[config.mk]
export PLATFORM = sky130hd
export DESIGN_NAME = uart_tx
export DESIGN_NICKNAME = d
export VERILOG_FILES = /design/src/rtl/uart_tx_pkg.sv /design/src/rtl/uart_tx_frame_builder.sv /design/src/rtl/uart_tx.sv
export SDC_FILE = /design/constraint.sdc
export NUM_CORES = 1
export LEC_CHECK = 0
export BUFFER_PORTS_ARGS = -buffer_cell sky130_fd_sc_hd__buf_2
export CORE_ASPECT_RATIO = 0.9
export CORE_UTILIZATION = 45
export DETAILED_ROUTE_END_ITERATION = 16
export PLACE_DENSITY = 0.65
export SETUP_SLACK_MARGIN = 0.15
export SLEW_MARGIN = 5
export SYNTH_ARGS = -nofsm -noshare
export SYNTH_HDL_FRONTEND = slang
export SYNTH_HIERARCHICAL = 1
export SYNTH_SLANG_ARGS = --single-unit
[constraint.sdc]
create_clock -name clock -period 3.23 [get_ports clock]
set_input_delay 0.646 -clock clock [delete_from_list [all_inputs] [get_ports clock]]
set_output_delay 0.646 -clock clock [all_outputs]
set_load 0.01 [all_outputs]
[src/rtl/uart_tx_pkg.sv]
// Shared UART package: FSM encodings, word-length codes and
// line-control bit positions used by both TX and RX paths.
package uart_tx_pkg;

    localparam logic [1:0] ST_IDLE = 2'd0;
    localparam logic [1:0] ST_LOAD = 2'd1;
    localparam logic [1:0] ST_SEND = 2'd2;

    localparam logic [1:0] WLEN_5 = 2'd0;
    localparam logic [1:0] WLEN_6 = 2'd1;
    localparam logic [1:0] WLEN_7 = 2'd2;
    localparam logic [1:0] WLEN_8 = 2'd3;

    localparam int CTRL_WLEN_LO = 0;
    localparam int CTRL_WLEN_HI = 1;
    localparam int CTRL_STOP2   = 2;
    localparam int CTRL_PEN     = 3;
    localparam int CTRL_EPS     = 4;
    localparam int CTRL_SPAR    = 5;

    // Number of data bits for a word-length code.
    function automatic logic [3:0] wlen_bits(input logic [1:0] code);
        logic [3:0] n;
        case (code)
            WLEN_5:  n = 4'd5;
            WLEN_6:  n = 4'd6;
            WLEN_7:  n = 4'd7;
            WLEN_8:  n = 4'd8;
            default: n = 4'd8;
        endcase
        return n;
    endfunction

endpackage

[src/rtl/uart_tx_frame_builder.sv]
// Combinational frame assembly: start, data LSB first,
// optional parity, 1 or 2 stop bits, plus total bit count.
module uart_tx_frame_builder
    import uart_tx_pkg::*;
(
    input  logic [7:0]  data,
    input  logic [5:0]  ctrl,
    output logic [11:0] frame,
    output logic [3:0]  bit_cnt
);

    logic [3:0]  n_bits;
    logic [7:0]  data_m;
    logic        par;
    logic [10:0] body;

    // Data bits above the word length are replaced by ones, so
    // stop bits fall out of the fill; parity overwrites bit N.
    always_comb begin
        n_bits = wlen_bits(ctrl[CTRL_WLEN_HI:CTRL_WLEN_LO]);
        data_m = data & ~(8'hFF << n_bits);
        if (ctrl[CTRL_SPAR]) begin
            par = ctrl[CTRL_EPS] ? (^data_m) : ~(^data_m);
        end else begin
            par = ~ctrl[CTRL_EPS];
        end
        body = {3'b000, data_m} | (11'h7FF << n_bits);
        if (ctrl[CTRL_PEN]) begin
            body = (body & ~(11'h001 << n_bits))
                 | ({10'd0, par} << n_bits);
        end
        frame   = {body, 1'b0};
        bit_cnt = 4'd2 + n_bits
                + {3'd0, ctrl[CTRL_PEN]}
                + {3'd0, ctrl[CTRL_STOP2]};
    end

endmodule

[src/rtl/uart_tx.sv]
// UART transmitter: pops the FWFT TX FIFO and shifts frames out
// at 16 ticks per bit. Optional break via `UART_TX_BREAK_EN.
module uart_tx
    import uart_tx_pkg::*;
(
    input  logic       clock,
    input  logic       reset,
    input  logic       baudRateX16Tick,
    input  logic [5:0] controlReg,
    input  logic       fifoEmpty,
    input  logic [7:0] fifoData,
    input  logic       sendBreak,
    output logic       fifoRe,
    output logic       txLine,
    output logic       busy
);

    logic [1:0]  state_q,  state_d;
    logic [11:0] shift_q,  shift_d;
    logic [3:0]  bitcnt_q, bitcnt_d;
    logic [3:0]  baud_q,   baud_d;
    logic        tx_q,     tx_d;
    logic        busy_q,   busy_d;
    logic        line_d;

    logic [11:0] frame;
    logic [3:0]  frame_cnt;

    uart_tx_frame_builder u_builder (
        .data    (fifoData),
        .ctrl    (controlReg),
        .frame   (frame),
        .bit_cnt (frame_cnt)
    );

    // Frame engine: controls and data are only looked at in LOAD.
    always_comb begin
        state_d  = state_q;
        shift_d  = shift_q;
        bitcnt_d = bitcnt_q;
        baud_d   = baud_q;
        case (state_q)
            ST_IDLE: begin
                if (!fifoEmpty) state_d = ST_LOAD;
            end
            ST_LOAD: begin
                shift_d  = frame;
                bitcnt_d = frame_cnt;
                baud_d   = 4'd0;
                state_d  = ST_SEND;
            end
            ST_SEND: begin
                if (baudRateX16Tick) begin
                    baud_d = baud_q + 4'd1;
                    if (baud_q == 4'd15) begin
                        shift_d  = {1'b1, shift_q[11:1]};
                        bitcnt_d = bitcnt_q - 4'd1;
                        if (bitcnt_q == 4'd1) state_d = ST_IDLE;
                    end
                end
            end
            default: state_d = ST_IDLE;
        endcase
    end

    // Line value follows the next state so txLine is registered.
    always_comb begin
        line_d = (state_d == ST_SEND) ? shift_d[0] : 1'b1;
        busy_d = (state_d != ST_IDLE);
`ifdef UART_TX_BREAK_EN
        tx_d   = line_d & ~sendBreak;
`else
        tx_d   = line_d;
`endif
    end

`ifndef UART_TX_BREAK_EN
    logic unused_break;
    assign unused_break = sendBreak;
`endif

    // State and datapath registers with synchronous reset.
    always_ff @(posedge clock) begin
        if (reset) begin
            state_q  <= ST_IDLE;
            shift_q  <= '1;
            bitcnt_q <= 4'd0;
            baud_q   <= 4'd0;
            tx_q     <= 1'b1;
            busy_q   <= 1'b0;
        end else begin
            state_q  <= state_d;
            shift_q  <= shift_d;
            bitcnt_q <= bitcnt_d;
            baud_q   <= baud_d;
            tx_q     <= tx_d;
            busy_q   <= busy_d;
        end
    end

    assign fifoRe = (state_q == ST_LOAD);
    assign txLine = tx_q;
    assign busy   = busy_q;

endmodule

---- Word level (Yosys, flattened, before mapping) ----
Index checks and enable logic that the tools add are counted.
storage, ports and cells
  register bits after elaboration ......... 24
  bits of input ports ..................... 19
operators by class
  shifts and indexed selects .............. 4
  reduce and logical (&&, ||, !) cells .... 8
  bitwise operators ....................... 9
  equal/unequal tests ..................... 10
  add/subtract/negate cells ............... 5
  mux-type cells .......................... 17
operators with widths
  kind                   count
  $mux 12                2
  $pmux 12 s2            1
  $pmux 4 s2             2
  $pmux 4 s4             1
  $mux 4                 3
  $and 11x11->11         1
  $mux 11                1
  $not 11->11            1
  $or 11x11->11          1
  $or 8x11->11           1
  $shl 1x4->11           1
  $shl 1x4->11 const A   1
  $shl 11x4->11 const A  1
  $add 4x1->4            2
  $and 8x8->8            1
  $eq 2x2->1 const B     4
  $mux 2                 4
  $not 8->8              1
  $reduce_xor 8->1       1
  $shl 8x4->8 const A    1
  $pmux 2 s3             1
  $add 2x4->4 const A    1
  $add 4x1->4 const B    1
  $eq 2x1->1 const B     2
  11 further kinds       17

---- Longest topological paths before layout ----
Gate-level depths: netlist of run 1.
  word-level depth ........................ 13
  depth in mapped cells ................... 12
  mapped depth without buffers ............ 12

---- Cells and area by module ----
The synthesis of run 1 kept the hierarchy.
by module, submodules not included
  module                 cells each  instances  sequential area each (µm²)  area each (µm²)
  uart_tx                137         1          480.5                       1211.2
  uart_tx_frame_builder  75          1          0.0                         579.3

---- Worst setup path before layout of run 1 ----
No wires, ideal clock.
  path type ............................... in2reg
  from .................................... input port controlReg[0]
  to ...................................... register shift_q[6]
  path buffers ............................ 1
  required time ........................... 3156 ps
  path slack .............................. 523 ps
  data arrival time ....................... 2633 ps
  setup time .............................. 74 ps
  stages .................................. 11
  cell sequence ........................... inv_1 > ha_1 > o21ai_1 > xnor2_1 > xnor3_1 > nand3_1 > or3b_1 > buf_6 > o31ai_4 > a22oi_1 > o21ai_0
on the way
  word-level cells in the longest chain between the ends .. 13
ends and longest elaborated chain
  item                                      line                         source
  start, declared                           uart_tx.sv:9                 input logic [5:0] controlReg,
  $eq 2x2->1, or another cell as far along  uart_tx_pkg.sv:24            case (code)
  $pmux 4 s4 *                              uart_tx_pkg.sv:24
  $shl 8x4->8                               uart_tx_frame_builder.sv:21  data_m = data & ~(8'hFF << n_bits);
  $not 8->8                                 uart_tx_frame_builder.sv:21
  $and 8x8->8                               uart_tx_frame_builder.sv:21
  $reduce_xor 8->1                          uart_tx_frame_builder.sv:23  par = ctrl[CTRL_EPS] ? (^data_m) : ~(^data_m);
  $not 1->1                                 uart_tx_frame_builder.sv:23
  $mux 1                                    uart_tx_frame_builder.sv:23
  $mux 1                                    uart_tx_frame_builder.sv:22  if (ctrl[CTRL_SPAR]) begin
  $shl 1x4->11                              uart_tx_frame_builder.sv:30  | ({10'd0, par} << n_bits);
  $or 11x11->11                             uart_tx_frame_builder.sv:30
  $mux 11 *                                 uart_tx_frame_builder.sv:28  if (ctrl[CTRL_PEN]) begin
  named net frame[6]                        uart_tx.sv:26                logic [11:0] frame;
  $pmux 12 s2 *                             uart_tx.sv:42                case (state_q)
  end signal, assigned                      uart_tx.sv:93                shift_q <= shift_d;
  end, declared                             uart_tx.sv:19                logic [11:0] shift_q, shift_d;
The timed path passes the listed nets; every way through them passes the cells marked *.
A chain may end at the register's enable or synchronous reset.

---- Final worst setup path of run 1 ----
Same ends and word-level chain as after synthesis.

==> impl_metrics.yaml, run 1 <==
routing:
  detail-route-antenna-nets: 0
  drc: 0
  final_wirelength_mm: 3.68
  routed-via-count: 1508
  detail_route.vias_per_cell: 5.52
  first_pass_iters: 4
  dr.first_iter.drc_count: 59
  routed_wire_length_per_instance_um: 13.5
global_routing:
  grt_usage_pct: 19.2
  grt_remaining_overflow: 0
  first_global_vias: 1294
  grt_pass1_wl_mm: 6.04
  number_of_antenna_violations_at_the_first_check_in_global_routing: 0
  grt_max_degree: 23
clock_tree:
  clock-sinks: 24
  tritoncts.num_buffers: 3
  insertion_delay_ns: 0.27
  cts_setup_buffers: 0
  tritoncts: "done"
  h-tree-depth: 1
  clock_transition_at_the_registers_of_the_reported_paths_ns: 0.08
  cts.repair.resized: 0
  max-clock-path-buffers: 2
  postCtsHoldBufs: 0
  cts_root_buffer: "clkbuf_8"
floorplanning:
  core.rowCount: 21
  initial_core_util_pct: 47.7
  top_level_ports: 22
  core_footprint_sq_um: 3760
  die_w_um: 68.5
  die_y_extent_um: 61.8
  die_area_sq_um: 4240
placement:
  globalplace.congestion: 0.801
  detailedPlacementHpwl_mm: 2.70
  buffer_ports.inserted: 20
logic_synthesis:
  synthesis.area_per_instance_sq_um: 8.45
  syn-instance-count: 212
  synth_edf_count: 0
  post_synth_instance_area_sq_um: 1790
  synth_cell_types: 59
  syn-num-nets: 245
  synth_warnings: 6
  synth_seq_area_share_pct: 26.8
  synthDominantAreaCellType: "dfxtp_1"
  synth-main-ff-cell: "dfxtp_1"
  synthTopCellsByArea: "dfxtp_1 (27%), ha_1 (9.1%), a21oi_1 (6.1%)"
  netlist.area_leader.share_pct: 26.8
  ys_seq_elements: 24
  postSynth.asyncResetShare_pct: 0
sta:
  final.period_utilization_pct: 89.8
  finalSetupTns_ns: 0
  timing.clock.skew_ns: 0.00267
  setup_viol: 0
  final_max_slew_viol_count: 0
  max_slew_margin_pct: 53.1
  maxClockFrequency_ghz: 0.345
  tightest_slew_ns: 0.703
  hold_viol_final: 0
  final_period_minus_worst_setup_slack_ns: 2.90
  rsz0062_at_grt: "false"
cells_and_area:
  num_antenna_cells: 0
  num-fill-cells: 376
  fraction_of_final_layout_cells_sized_beyond_drive_strength_1_pct: 18.5
  most-common-layout-cells: "dfxtp_1 (24), a21oi_1 (22), buf_2 (20), inv_1 (19), nor2_1 (18)"
  final_util_pct: 52.1
  mostFrequentLayoutCell: "dfxtp_1"
  fin_nets: 261
  area_delta_synth_final_pct: 9.43
critical_path:
  worst_ep_required_time_ns: 3.43
  endpoint_kind: "flip-flop"
  crit_type: "primary input to flip-flop"
  critPathArrivalTime_ns: 3.10
  critical_path_peak_fanout: 6
  element_type_at_the_critical_path_start: "primary input"
pwr:
  vdd_ir_drop_max_mv: 0.328
  powerDensity_nw_per_um2: 495
  p_leak_nw: 0.808
run:
  max-cap-violations: 0
min_path:
  timing.hold.worst.class: "flip-flop to flip-flop"
status:
  run_status: "finished, final reports clean"
layer usage:
| layer | GRT usage, % | part of all wire [%] | up-vias |
|---|---|---|---|
| met1 | 29.6 | 55 | 691 |
| met4 | 2.98 | 0.22 | 0 |
| met5 | 0 | 0 | - |
| met3 | 4.38 | 3.3 | 2 |
| met2 | 27.2 | 42 | 24 |
| li1 | - | - | 791 |
worst paths after layout:
kind                                    start          end  slack (ns)  cells past startpoint
worst min-delay path               shift_q[7]   shift_q[7]        0.48                      2
worst max register to register     state_q[1]  bitcnt_q[1]        0.91                      5
worst min register to register     shift_q[7]   shift_q[7]        0.48                      2
worst max-delay path            controlReg[0]   shift_q[6]        0.33                     11
flip-flops by register name, summed over array words and instances, names as in the netlist:
register and count:
baud_q 4, bitcnt_q 4, busy 1, shift_q 12
state_q 2, txLine 1
report_power, final:
part / switching (mW) / internal [mW]
Sequential: 0.0336 / 0.352
Combinational: 0.215 / 0.159
Clock: 0.100 / 0.109
metrics by stage:
| step | hold slack (ns) | cells | worst slack, ns | total power [mW] | cell area [sq um] |
|---|---|---|---|---|---|
| after floorplan | 0.439 | 212 | 0.523 | 0.685 | 1790 |
| after global placement | 0.451 | 269 | 0.136 | 0.761 | 1900 |
| after detailed placement | 0.458 | 269 | 0.0669 | 0.766 | 1900 |
| after CTS | 0.479 | 273 | 0.345 | 0.972 | 1960 |
| after global routing | 0.501 | 273 | 0.150 | 1.04 | 1960 |
| final | 0.478 | 273 | 0.329 | 0.969 | 1960 |
synthesized netlist by cell type (all sizes together) (2+ instances only):
| cell type | n |
|---|---|
| dfxtp | 24 |
| mux2i | 5 |
| a21o | 2 |
| nor2b | 4 |
| or4 | 2 |
| o21ai | 14 |
| a31oi | 3 |
| a211oi | 4 |
| ha | 13 |
| inv | 19 |
| clkbuf | 5 |
| and3 | 2 |
| or3 | 2 |
| nor2 | 18 |
| nor3 | 3 |
| buf | 9 |
| o31ai | 4 |
| a21oi | 23 |
| a22oi | 11 |
| nand2 | 7 |
| xnor2 | 6 |
| and4 | 2 |
| nand3 | 5 |
kinds of logic after synthesis:
kind of cell / count (synthesis) / synth area share (%)
adders and majority gates: 14 / 10.2
xor gates and xnor gates: 8 / 5.10
DFF: 24 / 26.8
other: 1 / 0.209
buffers and inverters: 33 / 8.53
AOI/OAI and AO/OA: 74 / 30.2
and+or+nand+nor: 53 / 16.1
muxes: 5 / 2.80
critical path: stages:
cell     delay, ns
buf_2         0.12
inv_1         0.08
ha_1          0.29
nor2b_2       0.20
xnor2_2       0.14
xnor3_1       0.35
nand3_1       0.12
or3b_1        0.55
o31ai_4       0.28
a22oi_1       0.11
o21ai_0       0.21
layout make-up:
class / instances / area (sq um) / area share [%]
Clock buffer: 4 / 55.1 / 2.81
Tap cell: 46 / 57.6 / 2.94
Inverter: 19 / 71.3 / 3.64
Multi-Input combinational cell: 155 / 1160 / 59.1
Sequential cell: 24 / 480 / 24.5
Timing Repair Buffer: 25 / 138 / 7.02
Note: power is estimated with default switching activity, not from simulation.
==> run 2, diff against run 1 <==
Settings changed: ABC_AREA set to 1.
==> run 2 against run 1 <==
Die area up 4.9%. Sequential share of layout area down 0.80 points. Maximum frequency up 20%. Largest cell class unchanged.
==> impl_metrics.yaml, run 2 <==
sta:
  maxClockFrequency_ghz: 0.412
  timing.clock.skew_ns: 0.00765
  hold_viol_final: 0
  final_period_minus_worst_setup_slack_ns: 2.43
  final.period_utilization_pct: 75.1
  finalSetupTns_ns: 0
  final_max_slew_viol_count: 0
  rsz0062_at_grt: "false"
  setup_viol: 0
placement:
  buffer_ports.inserted: 20
  detailedPlacementHpwl_mm: 3.00
  place_inst: 353
  globalplace.congestion: 0.853
clock_tree:
  cts_root_buffer: "clkbuf_8"
  tritoncts.num_buffers: 3
  clock_transition_at_the_registers_of_the_reported_paths_ns: 0.08
  max-clock-path-buffers: 2
  postCtsHoldBufs: 0
  clock-sinks: 24
  h-tree-depth: 1
  cts.repair.resized: 0
  insertion_delay_ns: 0.26
  tritoncts: "done"
  cts_setup_buffers: 0
global_routing:
  grt_usage_pct: 18.7
  grt_remaining_overflow: 0
  grt_pass1_wl_mm: 6.79
  first_global_vias: 1622
  grt_max_degree: 15
  number_of_antenna_violations_at_the_first_check_in_global_routing: 0
cells_and_area:
  mostFrequentLayoutCell: "nand2_1"
  final_util_pct: 52.4
  most-common-layout-cells: "nand2_1 (72), inv_1 (53), o21ai_0 (26), dfxtp_1 (24), a21oi_1 (22)"
  fraction_of_final_layout_cells_sized_beyond_drive_strength_1_pct: 11.9
  fin_nets: 345
  instances_no_fill: 356
  largest-register: "shift_q"
  largestRegisters: "shift_q (12), baud_q (4), bitcnt_q (4)"
  area_delta_synth_final_pct: 7.65
  largest_register_ff_count: 12
  num-fill-cells: 399
  num_antenna_cells: 0
logic_synthesis:
  netlist.area_leader.share_pct: 25.5
  synth_warnings: 6
  synthMostInstantiatedCell: "nand2_1"
  most_used_standard_cells_in_the_synthesized_netlist: "nand2_1 (72), inv_1 (53), o21ai_0 (26)"
  synth_edf_count: 0
  synthDominantAreaCellType: "dfxtp_1"
  synthTopCellsByArea: "dfxtp_1 (26%), nand2_1 (14%), inv_1 (11%)"
  postSynth.asyncResetShare_pct: 0
  synthesis.area_per_instance_sq_um: 6.38
  synth-main-ff-cell: "dfxtp_1"
  syn-num-nets: 328
  synth_seq_area_share_pct: 25.5
  post_synth_instance_area_sq_um: 1880
  synth_cell_types: 31
  syn-instance-count: 295
  ys_seq_elements: 24
routing:
  detail-route-antenna-nets: 0
  final_wirelength_mm: 3.73
  dr.first_iter.drc_count: 77
  routed-via-count: 1763
  first_pass_iters: 4
  drc: 0
  routed_wire_length_per_instance_um: 10.5
  detail_route.vias_per_cell: 4.95
critical_path:
  r2r-start: "state_q[1]"
  critical_path_peak_fanout: 4
  endpoint_kind: "flip-flop"
  worstSetupStartpoint: "controlReg[0]"
  worst_ep_required_time_ns: 3.38
  crit_type: "primary input to flip-flop"
  element_type_at_the_critical_path_start: "primary input"
  critPathArrivalTime_ns: 2.58
floorplanning:
  die_y_extent_um: 63.4
  initial_core_util_pct: 48.7
  die_w_um: 70.2
  core.rowCount: 21
  top_level_ports: 22
  die_area_sq_um: 4440
  core_footprint_sq_um: 3860
pwr:
  vdd_ir_drop_max_mv: 0.268
  p_leak_nw: 1.09
  post-layout-total-power_mw: 0.899
  powerDensity_nw_per_um2: 444
run:
  max-cap-violations: 0
status:
  run_status: "finished, final reports clean"
min_path:
  timing.hold.worst.class: "flip-flop to flip-flop"
  worstHoldStart: "shift_q[4]"
-- run 2: cell count changes in the layout (fill, tap and decap cells not counted), moves of 3 or more --
cell,previous run,this run
o21ai_0,9,26
o31ai_4,3,0
buf_4,5,0
o21ai_1,4,9
xor2_1,1,4
nand2_4,0,4
nand2_1,7,72
mux2i_1,5,0
nand3_1,4,20
a22oi_1,11,1
inv_1,19,53
xnor2_1,5,0
-- run 2: cell families after synthesis --
| family | after synthesis | synth area share, % |
|---|---|---|
| AOI/OAI and AO/OA | 65 | 18.5 |
| xor gates and xnor gates | 4 | 1.86 |
| adders and majority gates | 14 | 9.71 |
| buffers and inverters | 63 | 14.0 |
| DFF | 24 | 25.5 |
| other | 1 | 0.199 |
| and+or+nand+nor | 124 | 30.2 |
-- run 2: metrics by stage --
stage | setup slack (ns) | cell area (sq um) | hold slack, ns
after floorplan | 0.957 | 1880 | 0.435
after CTS | 0.812 | 2030 | 0.468
after detailed placement | 0.555 | 1980 | 0.456
after global routing | 0.494 | 2030 | 0.483
final | 0.803 | 2030 | 0.463
after global placement | 0.537 | 1980 | 0.446
-- run 2: critical path, cell delays in order --
cell and delay [ns]:
buf_2 0.11, inv_1 0.07, ha_1 0.25, nor2_1 0.27, inv_1 0.17, fa_1 0.40
nand2_1 0.07, o21ai_0 0.09, xor2_1 0.16, o21ai_0 0.24, a21oi_1 0.10
-- run 2: final cells by class --
class	instances	area (sq um)	share of cell area (%)
multi-input combinational	208	1140	56.1
sequential	24	480	23.7
inverter	55	209	10.3
timing repair buffer	20	100	4.94
tap	46	57.6	2.84
clock buffer	3	41.3	2.04
-- run 2: path summary, 6_finish.rpt --
kind,endpoint,slack (ns),cells past startpoint
worst max register to register,shift_q[6],1.22,10
worst min-delay path,shift_q[4],0.46,2
worst min register to register,shift_q[4],0.46,2
worst max-delay path,bitcnt_q[3],0.80,11
-- run 2: power breakdown --
group / switching [mW] / internal (mW)
clock network: 0.0875 / 0.0832
registers: 0.0219 / 0.352
logic: 0.230 / 0.124
-- run 2: per-layer routing --
layer | GRT usage, % | up-vias | share of wire, %
met5 | 0 | - | 0
met4 | 2.25 | 0 | 0.24
met3 | 3.84 | 2 | 3.5
met2 | 29.7 | 30 | 41
met1 | 26.6 | 766 | 55
li1 | - | 965 | -
==> run 3, diff against run 2 <==
Settings changed: ABC_AREA 1 to 0, PLACE_DENSITY 0.65 to 0.68.
Clock period 3.23 ns to 1.96 ns, I/O delays scaled along.
==> run 3 against run 2 <==
The run now ends with setup timing left. Core utilization grew 11 points. Clock power grew to 2.6 times the previous value. Critical path depth grew 1. First-iteration DRC count grew 31%. Cell count shrank 15%. Sequential power grew 72%. Critical path type unchanged. Largest cell class unchanged.
==> impl_metrics.yaml, run 3 (synthesis gave the netlist of run 1 again) <==
critical_path:
  element_type_at_the_critical_path_start: "primary input"
  endpoint_kind: "flip-flop"
  worstSetupStartpoint: "controlReg[1]"
  critical_path_peak_fanout: 6
  r2r-start: "state_q[0]"
  worst_ep_required_time_ns: 2.18
  crit_type: "primary input to flip-flop"
  critPathArrivalTime_ns: 2.36
  worst-r2r-cell-count: 5
cells_and_area:
  largestRegisters: "shift_q (12), baud_q (4), bitcnt_q (4)"
  mostFrequentLayoutCell: "buf_4"
  most-common-layout-cells: "buf_4 (29), dfxtp_1 (23), a21oi_1 (22), buf_2 (18), nor2_1 (17)"
  footprint_of_the_multi_input_gates_sq_um: 1280
  largest-register: "shift_q"
  largest_register_ff_count: 12
  seq_area_sq_um: 482
  fin_nets: 289
  finished_cell_area_sq_um: 2380
  num-fill-cells: 303
  num_antenna_cells: 0
  fraction_of_final_layout_cells_sized_beyond_drive_strength_1_pct: 36.5
  area_delta_synth_final_pct: 32.9
  instances_no_fill: 301
min_path:
  timing.hold.worst_path_depth: 3
  timing.hold.worst.class: "primary input to flip-flop"
  worstHoldStart: "reset"
floorplanning:
  initial_core_util_pct: 47.7
  top_level_ports: 22
  core.rowCount: 21
  die_w_um: 68.5
  die_y_extent_um: 61.8
  die_area_sq_um: 4240
  core_footprint_sq_um: 3760
routing:
  routed_wire_length_per_instance_um: 14.4
  detail-route-antenna-nets: 0
  first_pass_iters: 6
  final_wirelength_mm: 4.33
  detail_route.vias_per_cell: 5.61
  dr.first_iter.drc_count: 101
  routed-via-count: 1689
  drc: 0
clock_tree:
  max-clock-path-buffers: 2
  cts_root_buffer: "clkbuf_8"
  clock_transition_at_the_registers_of_the_reported_paths_ns: 0.09
  tritoncts: "done"
  insertion_delay_ns: 0.28
  h-tree-depth: 1
  tritoncts.num_buffers: 3
  clock-sinks: 24
  postCtsHoldBufs: 0
sta:
  final.period_utilization_pct: 109
  final_max_slew_viol_count: 0
  maxClockFrequency_ghz: 0.466
  setup_viol: 14
  hold_viol_final: 0
  final_period_minus_worst_setup_slack_ns: 2.15
  setup_slack_ns: -0.186
  timing.clock.skew_ns: 0.00866
  rsz0062_at_grt: "true"
  finalSetupTns_ns: -1.66
global_routing:
  grt_usage_pct: 21.3
  grt_pass1_wl_mm: 6.74
  grt_max_degree: 22
  grt_remaining_overflow: 0
  first_global_vias: 1482
  number_of_antenna_violations_at_the_first_check_in_global_routing: 0
pwr:
  share_seq_of_total_power_pct: 34.8
  sw_frac_of_total_pct: 34.3
  clock_network_power_share_pct: 23.7
  powerDensity_nw_per_um2: 778
  p_leak_nw: 0.983
  p_switching_mw: 0.635
  vdd_ir_drop_max_mv: 0.426
  p_int_mw: 1.22
  share_comb_of_total_power_pct: 41.5
placement:
  globalplace.congestion: 0.837
  place_inst: 292
  detailedPlacementHpwl_mm: 2.99
  buffer_ports.inserted: 20
  dpl_cell_area_sq_um: 2140
status:
  violated_checks: "setup timing"
  run_status: "finished, violations left"
run:
  max-cap-violations: 0
[run 3: changes by cell type in the layout (fill, tap and decap cells not counted), sizes merged, moves of 3 or more]
| cell | previous run | this run |
|---|---|---|
| a22oi | 2 | 11 |
| xnor2 | 0 | 6 |
| inv | 55 | 19 |
| xor2 | 4 | 1 |
| nand3 | 23 | 5 |
| mux2i | 0 | 5 |
| buf | 20 | 53 |
| nor2b | 0 | 4 |
| o31ai | 0 | 4 |
| o21ai | 35 | 14 |
| nand2 | 78 | 7 |
[run 3: critical path, stage by stage]
cell and delay (ns):
buf_12 0.12, buf_6 0.12, ha_4 0.15, o21ai_2 0.15, xnor2_1 0.14, xnor3_1 0.26, nand3_2 0.09, or3b_1 0.36
buf_6 0.16, o31ai_4 0.16, a22oi_1 0.11, o21ai_1 0.15
[run 3: per-stage QoR]
step	total power [mW]	worst slack [ns]	utilization, %	hold slack, ns
6_report	1.85	-0.186	63.3	0.372
5_1_grt	1.98	-0.263	63.3	0.384
4_1_cts	1.84	-0.169	62.2	0.371
3_5_place_dp	1.35	-0.645	56.9	0.464
3_3_place_gp	1.34	-0.621	56.9	0.460
2_1_floorplan	1.14	-0.240	-	0.440
[run 3: path summary, 6_finish.rpt]
kind	end	slack, ns
setup / recovery	shift_q[5]	-0.19
hold / removal	shift_q[0]	0.37
setup reg to reg	shift_q[8]	0.25
hold reg to reg	shift_q[4]	0.49
[run 3: per-layer routing]
metal	part of all wire [%]	global-route usage [%]
met1	49	29.1
met2	47	34.7
met3	3.1	4.56
met4	0.88	4.17
met5	0	0
[run 3: layout make-up]
type                       count  area share (%)
clock inverter                 1            1.26
tap                           46            2.42
timing repair buffer          53            16.5
multi-input combinational    155            53.8
inverter                      19            4.05
clock buffer                   3            1.74
sequential                    24            20.2
[run 3: what timing repair did]
action / in CTS / in global routing
resized for setup: 25 / 10
pin swaps: 16 / 6
setup buffers: 5 / 0
endpoints found under the setup margin: 14 / 17
[run 3: power groups by stage]
stage               Clock [mW]  Combinational [mW]  Sequential, mW
floorplan                    0               0.506           0.639
global placement             0               0.686           0.651
detailed placement           0               0.699           0.652
CTS                      0.452               0.743           0.642
global route             0.475               0.853           0.654
finish                   0.440               0.768           0.644
